===== src/rtl/serial_word_deserializer.sv =====
// Serial-to-parallel packer: collects WIDTH accepted bits into a word and
// presents it through a one-word valid/ready output register.
module serial_word_deserializer #(
    parameter int WIDTH     = 8,
    parameter bit MSB_FIRST = 1'b1,
    parameter int CNT_W     = 8
) (
    input  logic             clk,
    input  logic             rst,
    input  logic             din,
    input  logic             din_valid,
    output logic             din_ready,
    input  logic             clear,
    output logic [WIDTH-1:0] dout,
    output logic             dout_valid,
    input  logic             dout_ready,
    output logic [CNT_W-1:0] word_count
);

    localparam int BC_W = $clog2(WIDTH + 1);
    localparam logic [BC_W-1:0] BC_ZERO = BC_W'(0);
    localparam logic [BC_W-1:0] BC_ONE  = BC_W'(1);
    localparam logic [BC_W-1:0] BC_LAST = BC_W'(WIDTH - 1);
    localparam logic [BC_W-1:0] BC_FULL = BC_W'(WIDTH);

    typedef enum logic [0:0] {
        ST_FILL = 1'b0,
        ST_FULL = 1'b1
    } state_t;

    state_t            state_r, state_nxt_s;
    logic [BC_W-1:0]   bit_cnt_r, bit_cnt_nxt_s;
    logic [WIDTH-1:0]  shift_r, shift_nxt_s, shifted_s;
    logic [WIDTH-1:0]  dout_r, dout_nxt_s;
    logic              dout_valid_r, dout_valid_nxt_s;
    logic [CNT_W-1:0]  word_count_r, word_count_nxt_s;
    logic              free_s, accept_s, deliver_s;

    assign din_ready  = (state_r == ST_FILL);
    assign dout       = dout_r;
    assign dout_valid = dout_valid_r;
    assign word_count = word_count_r;

    // Handshake qualifiers; a same-cycle drain frees the output register.
    always_comb begin
        free_s    = !dout_valid_r || dout_ready;
        accept_s  = din_valid && din_ready;
        deliver_s = dout_valid_r && dout_ready;
    end

    // Shifter image with the incoming bit inserted at the configured end.
    always_comb begin
        if (MSB_FIRST) begin
            shifted_s = {shift_r[WIDTH-2:0], din};
        end else begin
            shifted_s = {din, shift_r[WIDTH-1:1]};
        end
    end

    // Next-state and datapath update; clear outranks everything but reset.
    always_comb begin
        state_nxt_s      = state_r;
        bit_cnt_nxt_s    = bit_cnt_r;
        shift_nxt_s      = shift_r;
        dout_nxt_s       = dout_r;
        dout_valid_nxt_s = dout_valid_r;
        word_count_nxt_s = word_count_r;
        if (clear) begin
            state_nxt_s      = ST_FILL;
            bit_cnt_nxt_s    = BC_ZERO;
            dout_valid_nxt_s = 1'b0;
        end else begin
            if (deliver_s) begin
                word_count_nxt_s = word_count_r + CNT_W'(1);
                dout_valid_nxt_s = 1'b0;
            end else begin
                word_count_nxt_s = word_count_r;
            end
            case (state_r)
                ST_FILL: begin
                    if (accept_s) begin
                        shift_nxt_s = shifted_s;
                        if (bit_cnt_r == BC_LAST) begin
                            if (free_s) begin
                                dout_nxt_s       = shifted_s;
                                dout_valid_nxt_s = 1'b1;
                                bit_cnt_nxt_s    = BC_ZERO;
                            end else begin
                                bit_cnt_nxt_s = BC_FULL;
                                state_nxt_s   = ST_FULL;
                            end
                        end else begin
                            bit_cnt_nxt_s = bit_cnt_r + BC_ONE;
                        end
                    end else begin
                        shift_nxt_s = shift_r;
                    end
                end
                ST_FULL: begin
                    // Completed word parked in the shifter until the output frees.
                    if (free_s) begin
                        dout_nxt_s       = shift_r;
                        dout_valid_nxt_s = 1'b1;
                        bit_cnt_nxt_s    = BC_ZERO;
                        state_nxt_s      = ST_FILL;
                    end else begin
                        state_nxt_s = ST_FULL;
                    end
                end
                default: begin
                    state_nxt_s   = ST_FILL;
                    bit_cnt_nxt_s = BC_ZERO;
                end
            endcase
        end
    end

    // State and output registers.
    always_ff @(posedge clk or negedge rst) begin
        if (!rst) begin
            state_r      <= ST_FILL;
            bit_cnt_r    <= BC_ZERO;
            shift_r      <= {WIDTH{1'b0}};
            dout_r       <= {WIDTH{1'b0}};
            dout_valid_r <= 1'b0;
            word_count_r <= {CNT_W{1'b0}};
        end else begin
            state_r      <= state_nxt_s;
            bit_cnt_r    <= bit_cnt_nxt_s;
            shift_r      <= shift_nxt_s;
            dout_r       <= dout_nxt_s;
            dout_valid_r <= dout_valid_nxt_s;
            word_count_r <= word_count_nxt_s;
        end
    end

endmodule


===== config.mk =====
export PLATFORM = sky130hd
export DESIGN_NAME = serial_word_deserializer
export DESIGN_NICKNAME = d
export VERILOG_FILES = /design/src/rtl/serial_word_deserializer.sv
export SDC_FILE = /design/constraint.sdc
export NUM_CORES = 1
export LEC_CHECK = 0
export BUFFER_PORTS_ARGS = -buffer_cell sky130_fd_sc_hd__buf_2
export CAP_MARGIN = 20
export CORE_UTILIZATION = 45
export CTS_CLUSTER_SIZE = 8
export DETAILED_ROUTE_END_ITERATION = 10
export GPL_ROUTABILITY_DRIVEN = 1
export PLACE_DENSITY = 0.69
export SKIP_LAST_GASP = 1
export SLEW_MARGIN = 20
export SYNTH_ARGS = -nofsm -noshare
export SYNTH_HDL_FRONTEND = slang
export SYNTH_SLANG_ARGS = --single-unit
export TNS_END_PERCENT = 50

===== constraint.sdc =====
create_clock -name clk -period 1.9 [get_ports clk]
set_clock_uncertainty 0.2 [all_clocks]
set_input_delay 0.19 -clock clk [delete_from_list [all_inputs] [get_ports clk]]
set_output_delay 0.19 -clock clk [all_outputs]
set_load 0.005 [all_outputs]

======== Word-level counts from Yosys, hierarchy flattened ========
Index checks and enable logic that the tools add are counted.
storage, ports and cells
  register bits ........................... 30
  bits of input ports ..................... 6
  output and inout port bits .............. 18
  word-level logic and storage cells ...... 47
cells by class
  add/subtract/negate cells ............... 2
  eq/ne operators ......................... 7
  muxes and demuxes ....................... 22
  bitwise logic cells ..................... 2
  reductions and logical operators ........ 8
operator list
  cell                                                                     number
  8-bit 2-to-1 mux                                                         4
  4-bit 2-to-1 mux                                                         5
  8-bit case mux with 2 select lines                                       1
  1-bit 2-to-1 mux                                                         9
  8-bit by 1-bit adder with 8-bit output, second input constant            1
  2-bit by 1-bit inequality test with 1-bit output, second input constant  4
  4-bit case mux with 2 select lines                                       1
  5-bit AND reduction                                                      1
  4-bit by 1-bit adder with 4-bit output, second input constant            1
  4-bit by 3-bit == test with 1-bit output, second input constant          1
  1-bit case mux with 2 select lines                                       2
  2-bit AND reduction                                                      2
  3-bit by 1-bit inequality test with 1-bit output, second input constant  1
  3-bit by 2-bit inequality test with 1-bit output, second input constant  1
  3-bit AND reduction                                                      1
  1-bit logical AND                                                        2
  1-bit inverter                                                           2
  1-bit logical NOT                                                        1
  1-bit logical OR                                                         1

======== Longest topological paths before layout ========
Gate-level depths: netlist of run 1.
  depth after elaboration ................. 7
  mapped depth ............................ 5
  mapped depth without buffers ............ 4

======== Worst setup path before layout of run 1 ========
Ideal clock, no wire load.
  path kind ............................... register -> register
  from .................................... register bit_cnt_r[0]
  to ...................................... register dout_r[0] (netlist: dout[0])
  setup time .............................. 125 ps
  data arrival time ....................... 1514 ps
  required time ........................... 1575 ps
  setup slack ............................. 61 ps
  cell stages (with the launch flop) ...... 5
  path buffers ............................ 0
  clock period less this slack ............ 1839 ps
  cell sequence ........................... dfrtp_1 ha_1 nand4b_1 a221oi_4 mux2_2
between the ends
  word-level cells in the longest chain between the ends .. 3
RTL lines
  item                                                               RTL line  text
  start: declaration                                                 32        logic [BC_W-1:0] bit_cnt_r, bit_cnt_nxt_s;
  start signal: assignment                                           129       bit_cnt_r <= bit_cnt_nxt_s;
  4-bit by 3-bit == test with 1-bit output                           83        if (bit_cnt_r == BC_LAST) begin
  2-bit by 1-bit inequality test with 1-bit output (no source line)  n/a
  5-bit AND reduction (no source line)                               n/a
  end signal: assignment                                             124       dout_r <= {WIDTH{1'b0}};
  end signal: assignment                                             131       dout_r <= dout_nxt_s;
  end: declaration                                                   34        logic [WIDTH-1:0] dout_r, dout_nxt_s;
Every way passes these cells.
A chain may end at the register's enable or synchronous reset.

======== Worst setup path after layout of run 1 ========
  from .................................... register bit_cnt_r[0]
  to ...................................... register dout_r[1] (netlist: dout[1])
Same word-level chain as after synthesis.

==> results of run 1 <==
-- stage by stage --
step | setup slack [ps] | instance area [um2] | total power (W)
after floorplan | 61.0 | 1410 | 0.000906
after global placement | 155 | 1590 | 0.000957
after detailed placement | 99.6 | 1590 | 0.000969
after CTS | 57.7 | 1680 | 0.00133
after global routing | 12.3 | 1680 | 0.00139
final | 111 | 1680 | 0.00130
-- layer usage --
| metal | global-route usage | wire [um] |
|---|---|---|
| met1 | 0.217 | 1060 |
| met2 | 0.294 | 1230 |
| met3 | 0.0670 | 117 |
| met4 | 0.0612 | 40 |
| met5 | 0 | 0 |
-- tightest hold or removal path: stages --
cell	delay, ps
buf_2	120
nand3b_1	70
o21ai_0	70
a22o_1	130
-- registers in the layout, indices dropped and copies added, names as in the netlist --
| register | count |
|---|---|
| dout_valid | 1 |
| word_count | 8 |
| state_r | 1 |
| dout | 8 |
| shift_r | 8 |
| bit_cnt_r | 4 |
-- timing repair --
action | in CTS | in global routing
hold buffers | 4 | 0
setup buffers | 0 | 0
resized for setup | 0 | 1
hold endpoints to repair | 33 | 0
setup endpoints to repair | 0 | 1
-- layout make-up --
class,count,share of cell area
Sequential cell,30,0.447
Tap cell,31,0.0231
Clock buffer,5,0.0223
Clock inverter,2,0.00596
Multi-Input combinational cell,69,0.369
Timing Repair Buffer,32,0.122
Inverter,5,0.0112
-- placed cells by master, fill, tap and decap left out, types with 3 or more instances in the layout --
| cell type | n |
|---|---|
| xnor2_1 | 4 |
| inv_1 | 5 |
| xor2_1 | 3 |
| buf_4 | 4 |
| nand3b_1 | 4 |
| buf_2 | 23 |
| mux2_2 | 25 |
| nand2_1 | 6 |
| clkbuf_4 | 5 |
| dlygate4sd3_1 | 4 |
| dfrtp_1 | 30 |
-- synthesized netlist by cell type --
master / count
nor2_1: 2
or3b_1: 1
a221oi_4: 1
nand4_1: 1
a2111oi_2: 1
nor3_1: 2
nor4_1: 1
nand4b_1: 1
nand3b_1: 4
nand3_1: 2
mux2_2: 25
ha_1: 2
or3_1: 1
nand2b_1: 1
o21ai_0: 1
a311oi_1: 1
buf_4: 2
a211o_2: 1
o31ai_1: 1
and2_1: 1
dfrtp_1: 30
buf_6: 1
and2_2: 1
and3b_1: 1
inv_1: 5
xor2_1: 3
a21oi_1: 1
a22o_1: 2
nor4b_1: 1
xnor2_1: 4
nand2_1: 6
-- cell families after synthesis --
logic type      Yosys count
xor+xnor                  7
simple gates             26
flops                    30
compound gates            9
fa+ha+maj                 2
buf+inv                   8
mux                      25
-- power by group through the flow --
stage | combinational [W] | clock (W) | sequential (W)
after floorplan | 0.000137 | 0 | 0.000768
after global placement | 0.000176 | 0 | 0.000782
after detailed placement | 0.000183 | 0 | 0.000786
after CTS | 0.000191 | 0.000365 | 0.000773
after global routing | 0.000210 | 0.000389 | 0.000789
final | 0.000188 | 0.000342 | 0.000773
-- path summary, 6_finish.rpt --
| check | from | to | slack [ps] | cells past startpoint |
|---|---|---|---|---|
| setup / recovery | bit_cnt_r[0] | dout[1] | 110 | 5 |
| hold / removal | din_valid | bit_cnt_r[2] | 100 | 4 |
| setup reg to reg | bit_cnt_r[0] | dout[1] | 110 | 5 |
| hold reg to reg | word_count[7] | word_count[7] | 270 | 1 |
| max in group asynchronous | rst | state_r | 850 | 2 |
| min in group asynchronous | rst | word_count[6] | 220 | 2 |
==> results.cfg, run 1 <==
[cts]
clock_sinks = 30
cts_tree = done
cts-htree-levels = 2
root_buffer = clkbuf_4
clockBufferDepth = 2
clk_pin_slew_ps = 90
cts_buffers = 5
clock_latency_ps = 320

[global_routing]
grt_pass1_vias = 973
grt_max_degree = 31
grt-ovfl-total = 0
grt_antenna_before_repair = 0
grtUsageTotal = 0.179
grt_first_pass_wirelength_mm = 4.41

[critical_path]
cp_max_fo = 8
critPathSlowestCell = dfrtp_1
path_class = reg -> reg
required_ps = 1910
worstPathArrival_ps = 1800
end_kind = flip-flop
start_kind = flip-flop
worstPathCellList = ha_1 -> nand4b_1 -> a221oi_4 -> buf_12 -> mux2_2
critical_path.top_delay_family = flip-flops
crit_path_max_incr_delay_ps = 360
cp_num_buf_inv = 1

[routing]
num_vias = 947
dr.pass1.iters = 3
antenna_left = 0
routed_wl_mm = 2.45
drtIter0Drc = 16
via_per_inst = 5.44
drt-wirelength-per-cell_um = 14.1
drc = 0

[power]
swShare = 0.258
p_comb_frac = 0.144
switchingPower_w = 0.000336
p_clk_frac = 0.262
seqPwrFrac = 0.594
leakagePower_nw = 0.827
powerDensity_nw_per_um2 = 775
p_int_w = 0.000967
vdd_ir_drop_max_v = 0.000538

[placed_design]
port_buffers = 23
place_inst = 163
dp_hpwl_mm = 1.78
place.gp.congestion = 0.774

[synthesis]
syn_nets = 115
syn_area_per_cell_um2 = 13.2
synth_top_area_frac = 0.531
muxShareOfSynthArea = 0.199
synth_seq_cells = 30
synth_top_family_by_area = multiplexers
syn-instance-count = 107
synth_cell_types = 31
synth-simple-area-share = 0.109
ys_seq_area_frac = 0.531
synthAdderAreaFrac = 0.0177
syn_area_um2 = 1410
synth_xor_area_frac = 0.0434
synth_largest_area_cell = dfrtp_1
yosysWarnings = 0
synth_compound_area_frac = 0.0673
synth.top_cells.by_area = dfrtp_1 53%, mux2_2 20%, xnor2_1 2.5%, nand3b_1 2.1%, a221oi_4 1.9%

[final_layout]
multiInputGateArea_um2 = 619
finalCoreUtilization = 0.589
register_area_um2 = 751
num_antenna_cells = 0
fin_cells = 174
drive_above_1_share = 0.455
finalNetCount = 151
final.fill_count = 245
area_delta_synth_final_pct = 19.0

[timing]
rsz0062_at_grt = false
worst_pin_slew_ps = 654
slew_violations = 0
tns_ps = 0
hold_slack_ps = 101
fmax_mhz = 559
slew_headroom = 0.564
final.min_clock_period_ps = 1790
setup_viol = 0
timing.final.crit_share = 0.942
hold_viol = 0

[die]
die_y_um = 58.0
ios = 24
dieWidth_um = 58.0
placementRows = 19
die_area_um2 = 3370
start_util = 0.495
core_area_um2 = 2850

[worst_hold_path]
hp-class = in -> reg

[status]
status = complete, no violations

[job]
cap_violations = 0
Note: power is estimated with default switching activity, not from simulation.
==> run 2: changes to the inputs <==
- ABC_AREA: default -> 1
- PLACE_DENSITY: 0.69 -> 0.68
==> results.cfg, run 2 <==
[synthesis]
synth_edf_count = 0
synth_largest_area_cell = dfrtp_1
ys.flop_type = dfrtp_1
synth_seq_cells = 30
synth_common_cells = 60 x nand2_1, 30 x dfrtp_1, 19 x inv_1
syn_nets = 183
async_reset_ff_frac = 1.00
syn_area_um2 = 1540
yosysWarnings = 0
synth_top_area_frac = 0.489
syn_area_per_cell_um2 = 8.78
synth.top_cells.by_area = dfrtp_1 49%, nand2_1 15%, o21ai_2 5.7%, inv_1 4.6%, nand3_1 4.2%
syn-instance-count = 175
synth_cell_types = 24
synth_most_common_cell = nand2_1
ys_seq_area_frac = 0.489

[power]
vdd_ir_drop_max_v = 0.000314
powerDensity_nw_per_um2 = 704
power.total_w = 0.00125
leakagePower_nw = 0.929

[job]
cap_violations = 0

[global_routing]
grtUsageTotal = 0.182
grt-ovfl-total = 0
grt_first_pass_wirelength_mm = 4.77
grt_max_degree = 31
grt_antenna_before_repair = 0
grt_pass1_vias = 1096

[critical_path]
ff2ff_path_depth = 8
crit_top_cell = nand2_1
worstPathArrival_ps = 1630
path_class = reg -> reg
start_kind = flip-flop
critPathSlowestCell = dfrtp_1
worstPathCellList = ha_1 -> nand2_1 -> nor2_1 -> nand2_1 -> nand2_4 -> nand2_4 -> nand2_1 -> nand2_1
reg2reg_to = dout[3]
r2r-start = bit_cnt_r[0]
reg2reg_slack_ps = 300
end_kind = flip-flop
required_ps = 1920
crit_path_max_incr_delay_ps = 440
cp_max_fo = 10

[timing]
timing.final.crit_share = 0.845
final.min_clock_period_ps = 1600
tns_ps = 0
setup_viol = 0
slew_headroom = 0.565
slew_violations = 0
fmax_mhz = 623
worst_pin_slew_ps = 652
rsz0062_at_grt = false
hold_viol = 0

[placed_design]
dpl-instance-area_um2 = 1690
port_buffers = 23
place.gp.congestion = 0.760
dp_hpwl_mm = 2.01

[worst_hold_path]
hp-start = dout_ready
hold_path_depth = 3
hp-class = in -> reg
hold_end = word_count[0]

[cts]
holdBufCountCts = 3
post_cts_resized = 0
cts_buffers = 5
cts-htree-levels = 2
clock_sinks = 30
clock_latency_ps = 330
clk_pin_slew_ps = 100
post_cts_buffers = 0
clockBufferDepth = 2
root_buffer = clkbuf_4
cts_tree = done

[routing]
drtIter0Drc = 43
routed_wl_mm = 2.67
num_vias = 1189
drt-wirelength-per-cell_um = 10.6
drc = 0
via_per_inst = 4.74
antenna_left = 0
dr.pass1.iters = 4

[status]
status = complete, no violations

[final_layout]
area_delta_synth_final_pct = 15.6
num_antenna_cells = 0
drive_above_1_share = 0.266
final_cell_mix = 60 x nand2_1, 30 x dfrtp_1, 23 x buf_2
mostFrequentLayoutCell = nand2_1
finalNetCount = 214
stdcell_area_um2 = 1780
final.fill_count = 298

[die]
dieWidth_um = 60.4
core_area_um2 = 3150
start_util = 0.487
placementRows = 20
ios = 24
die_y_um = 60.4
die_area_um2 = 3650
-- run 2: cell count changes after synthesis, moves of 8 or more --
cell / before / now
nand2_1: 6 / 60
mux2_2: 25 / 0
inv_1: 5 / 19
nand3_1: 2 / 13
o21ai_2: 0 / 10
o21ai_0: 1 / 9
-- run 2: worst max path at each step --
stage / startpoint / to / slack [ps] / depth (start not counted)
after global routing: bit_cnt_r[0] / dout[5] / 120 / 8
after detailed placement: bit_cnt_r[0] / dout[5] / 300 / 8
final: bit_cnt_r[0] / dout[3] / 300 / 8
after CTS: bit_cnt_r[0] / dout[5] / 280 / 8
after floorplan: bit_cnt_r[0] / dout[0] / 450 / 8
after global placement: bit_cnt_r[0] / dout[5] / 370 / 8
-- run 2: stage by stage --
step / util / hold WS (ps) / std cells / setup slack [ps]
2_1_floorplan: - / -306 / 175 / 448
4_1_cts: 0.563 / 28.1 / 251 / 280
5_1_grt: 0.563 / 35.7 / 251 / 115
3_5_place_dp: 0.535 / 56.5 / 240 / 298
3_3_place_gp: 0.535 / 55.9 / 240 / 372
6_report: 0.563 / 36.1 / 251 / 295
-- run 2: worst max-delay path: cells and delay by family, from the launching register on --
| family | cells | cell delay (ps) |
|---|---|---|
| flip-flops | 1 | 440 |
| adder cells (fa/ha/maj) | 1 | 200 |
| AND/OR/NAND/NOR | 7 | 650 |
-- run 2: final cells by class --
cell class                 instances  area, um2  share of cell area
clock buffer                       7       55.1              0.0310
clock inverter                     1       5.00             0.00282
inverter                          23       91.3              0.0514
multi-input combinational        119        667               0.375
sequential                        30        751               0.423
tap                               44       55.1              0.0310
timing repair buffer              27        153              0.0859
-- run 2: layer usage --
layer | GRT usage | part of all wire
met1 | 0.221 | 0.48
met2 | 0.292 | 0.46
met3 | 0.0661 | 0.048
met4 | 0.0779 | 0.019
met5 | 0 | 0
-- run 2: report_power, final --
group	total, W	internal, W	leakage (nW)	switching [W]
Sequential	0.000707	0.000678	0.404	0.0000295
Combinational	0.000145	0.0000561	0.490	0.0000892
Clock	0.000398	0.000179	0.0353	0.000219
-- run 2: cells by family after synthesis --
logic type | share of synthesized area
buf+inv | 0.0774
compound gates | 0.0961
flops | 0.489
fa+ha+maj | 0.0163
simple gates | 0.284
mux | 0.0147
xor+xnor | 0.0228
==> run 3: changes to the inputs <==
- ABC_AREA: 1 -> 0
- PLACE_DENSITY: 0.68 -> 0.66
- clock period: 1.9 -> 1.61 ns (I/O delays scaled with it)
==> results.cfg, run 3 (synthesized netlist as in run 1, its figures left out) <==
[routing]
num_vias = 1043
antenna_left = 0
dr.pass1.iters = 7
via_per_inst = 5.49
drtIter0Drc = 46
routed_wl_mm = 3.01
drc = 3
drt-wirelength-per-cell_um = 15.8

[timing]
hold_slack_ps = 113
fmax_mhz = 532
worst_slack_ps = -269
timing.final.crit_share = 1.17
hold_viol = 0
rsz0062_at_grt = true
worst_pin_slew_ps = 660
final.min_clock_period_ps = 1880
setup_viol = 13
slew_headroom = 0.560
slew_violations = 0

[power]
leakagePower_nw = 0.936
vdd_ir_drop_max_v = 0.000682
powerDensity_nw_per_um2 = 940
power.total_w = 0.00179

[cts]
clock_sinks = 30
clk_pin_slew_ps = 80
cts-htree-levels = 2
root_buffer = clkbuf_4
cts_buffers = 5
cts_tree = done
clockBufferDepth = 2
clock_latency_ps = 320

[global_routing]
grt_max_degree = 31
grt-ovfl-total = 0
grtUsageTotal = 0.199
grt_pass1_vias = 1089
grt_first_pass_wirelength_mm = 4.88
grt_antenna_before_repair = 0

[worst_hold_path]
hp-class = in -> reg
hold_end = bit_cnt_r[1]
hp-start = din_valid
hold_path_depth = 3

[die]
core_area_um2 = 2850
die_y_um = 58.0
die_area_um2 = 3370
dieWidth_um = 58.0
placementRows = 19
start_util = 0.495
ios = 24

[final_layout]
num_antenna_cells = 0
mostFrequentLayoutCell = dfrtp_1
fin_cells = 190
final_cell_mix = 29 x dfrtp_1, 23 x buf_2, 17 x mux2_2, 17 x buf_4, 8 x mux2_4
final.fill_count = 234
finalNetCount = 167
drive_above_1_share = 0.535
area_delta_synth_final_pct = 34.6

[status]
violations = DRC, setup timing
status = complete, but fails checks

[critical_path]
path_class = reg -> reg
ff2ff_path_depth = 5
end_kind = flip-flop
reg2reg_slack_ps = -270
critPathLaunch = bit_cnt_r[1]
reg2reg_to = dout[7]
required_ps = 1610
r2r-start = bit_cnt_r[1]
worstPathArrival_ps = 1880
cp_max_fo = 8
start_kind = flip-flop

[placed_design]
dp_hpwl_mm = 1.99
place_inst = 174
place.gp.congestion = 0.769
pre_cts_slack_ps = -196
port_buffers = 23

[job]
cap_violations = 0
-- run 3: stage by stage --
stage                     instance area [um2]  TNS [ps]  utilization
after floorplan                          1420     -1780            -
after global placement                   1680     -1210        0.587
after detailed placement                 1680     -1570        0.587
after CTS                                1800     -1790        0.632
after global routing                     1900     -3050        0.667
final                                    1900     -2390        0.667
-- run 3: area by class of cell --
| class | count | area (um2) | share of cell area |
|---|---|---|---|
| clock buffer | 6 | 51.3 | 0.0270 |
| inverter | 5 | 18.8 | 0.00987 |
| sequential | 30 | 752 | 0.395 |
| multi-input combinational | 69 | 674 | 0.355 |
| clock inverter | 1 | 30.0 | 0.0158 |
| tap | 31 | 38.8 | 0.0204 |
| timing repair buffer | 48 | 337 | 0.177 |
-- run 3: worst max-delay path: stages, from the launching register on --
cell	delay, ps
dfrtp_1	360
ha_2	200
nand4b_1	190
a221oi_4	340
buf_12	180
mux2_4	300
-- run 3: power by group --
group,switching [W],internal (W)
Sequential,0.0000742,0.000841
Combinational,0.0000985,0.000165
Clock,0.000248,0.000361
Total,0.000420,0.00137
-- run 3: routing by layer --
| layer | global-route usage | wire length [um] |
|---|---|---|
| met5 | 0 | 0 |
| met4 | 0.0986 | 34 |
| met3 | 0.0536 | 139 |
| met2 | 0.328 | 1580 |
| met1 | 0.240 | 1260 |
-- run 3: how the worst max path moves through the flow --
stage	depth (start not counted)	endpoint
finish	5	dout[7]
CTS	5	dout[7]
global placement	5	dout[2]
floorplan	4	dout[0]
detailed placement	5	dout[7]
global route	5	dout[0]
-- run 3: what timing repair did --
| item | 4_1_cts | 5_1_grt |
|---|---|---|
| pin swaps | 0 | 7 |
| buffers inserted | 1 | 4 |
| hold buffers | 4 | 0 |
| endpoints found under the hold margin | 33 | 0 |
| setup endpoints to repair | 9 | 22 |
| gates resized for setup | 0 | 17 |
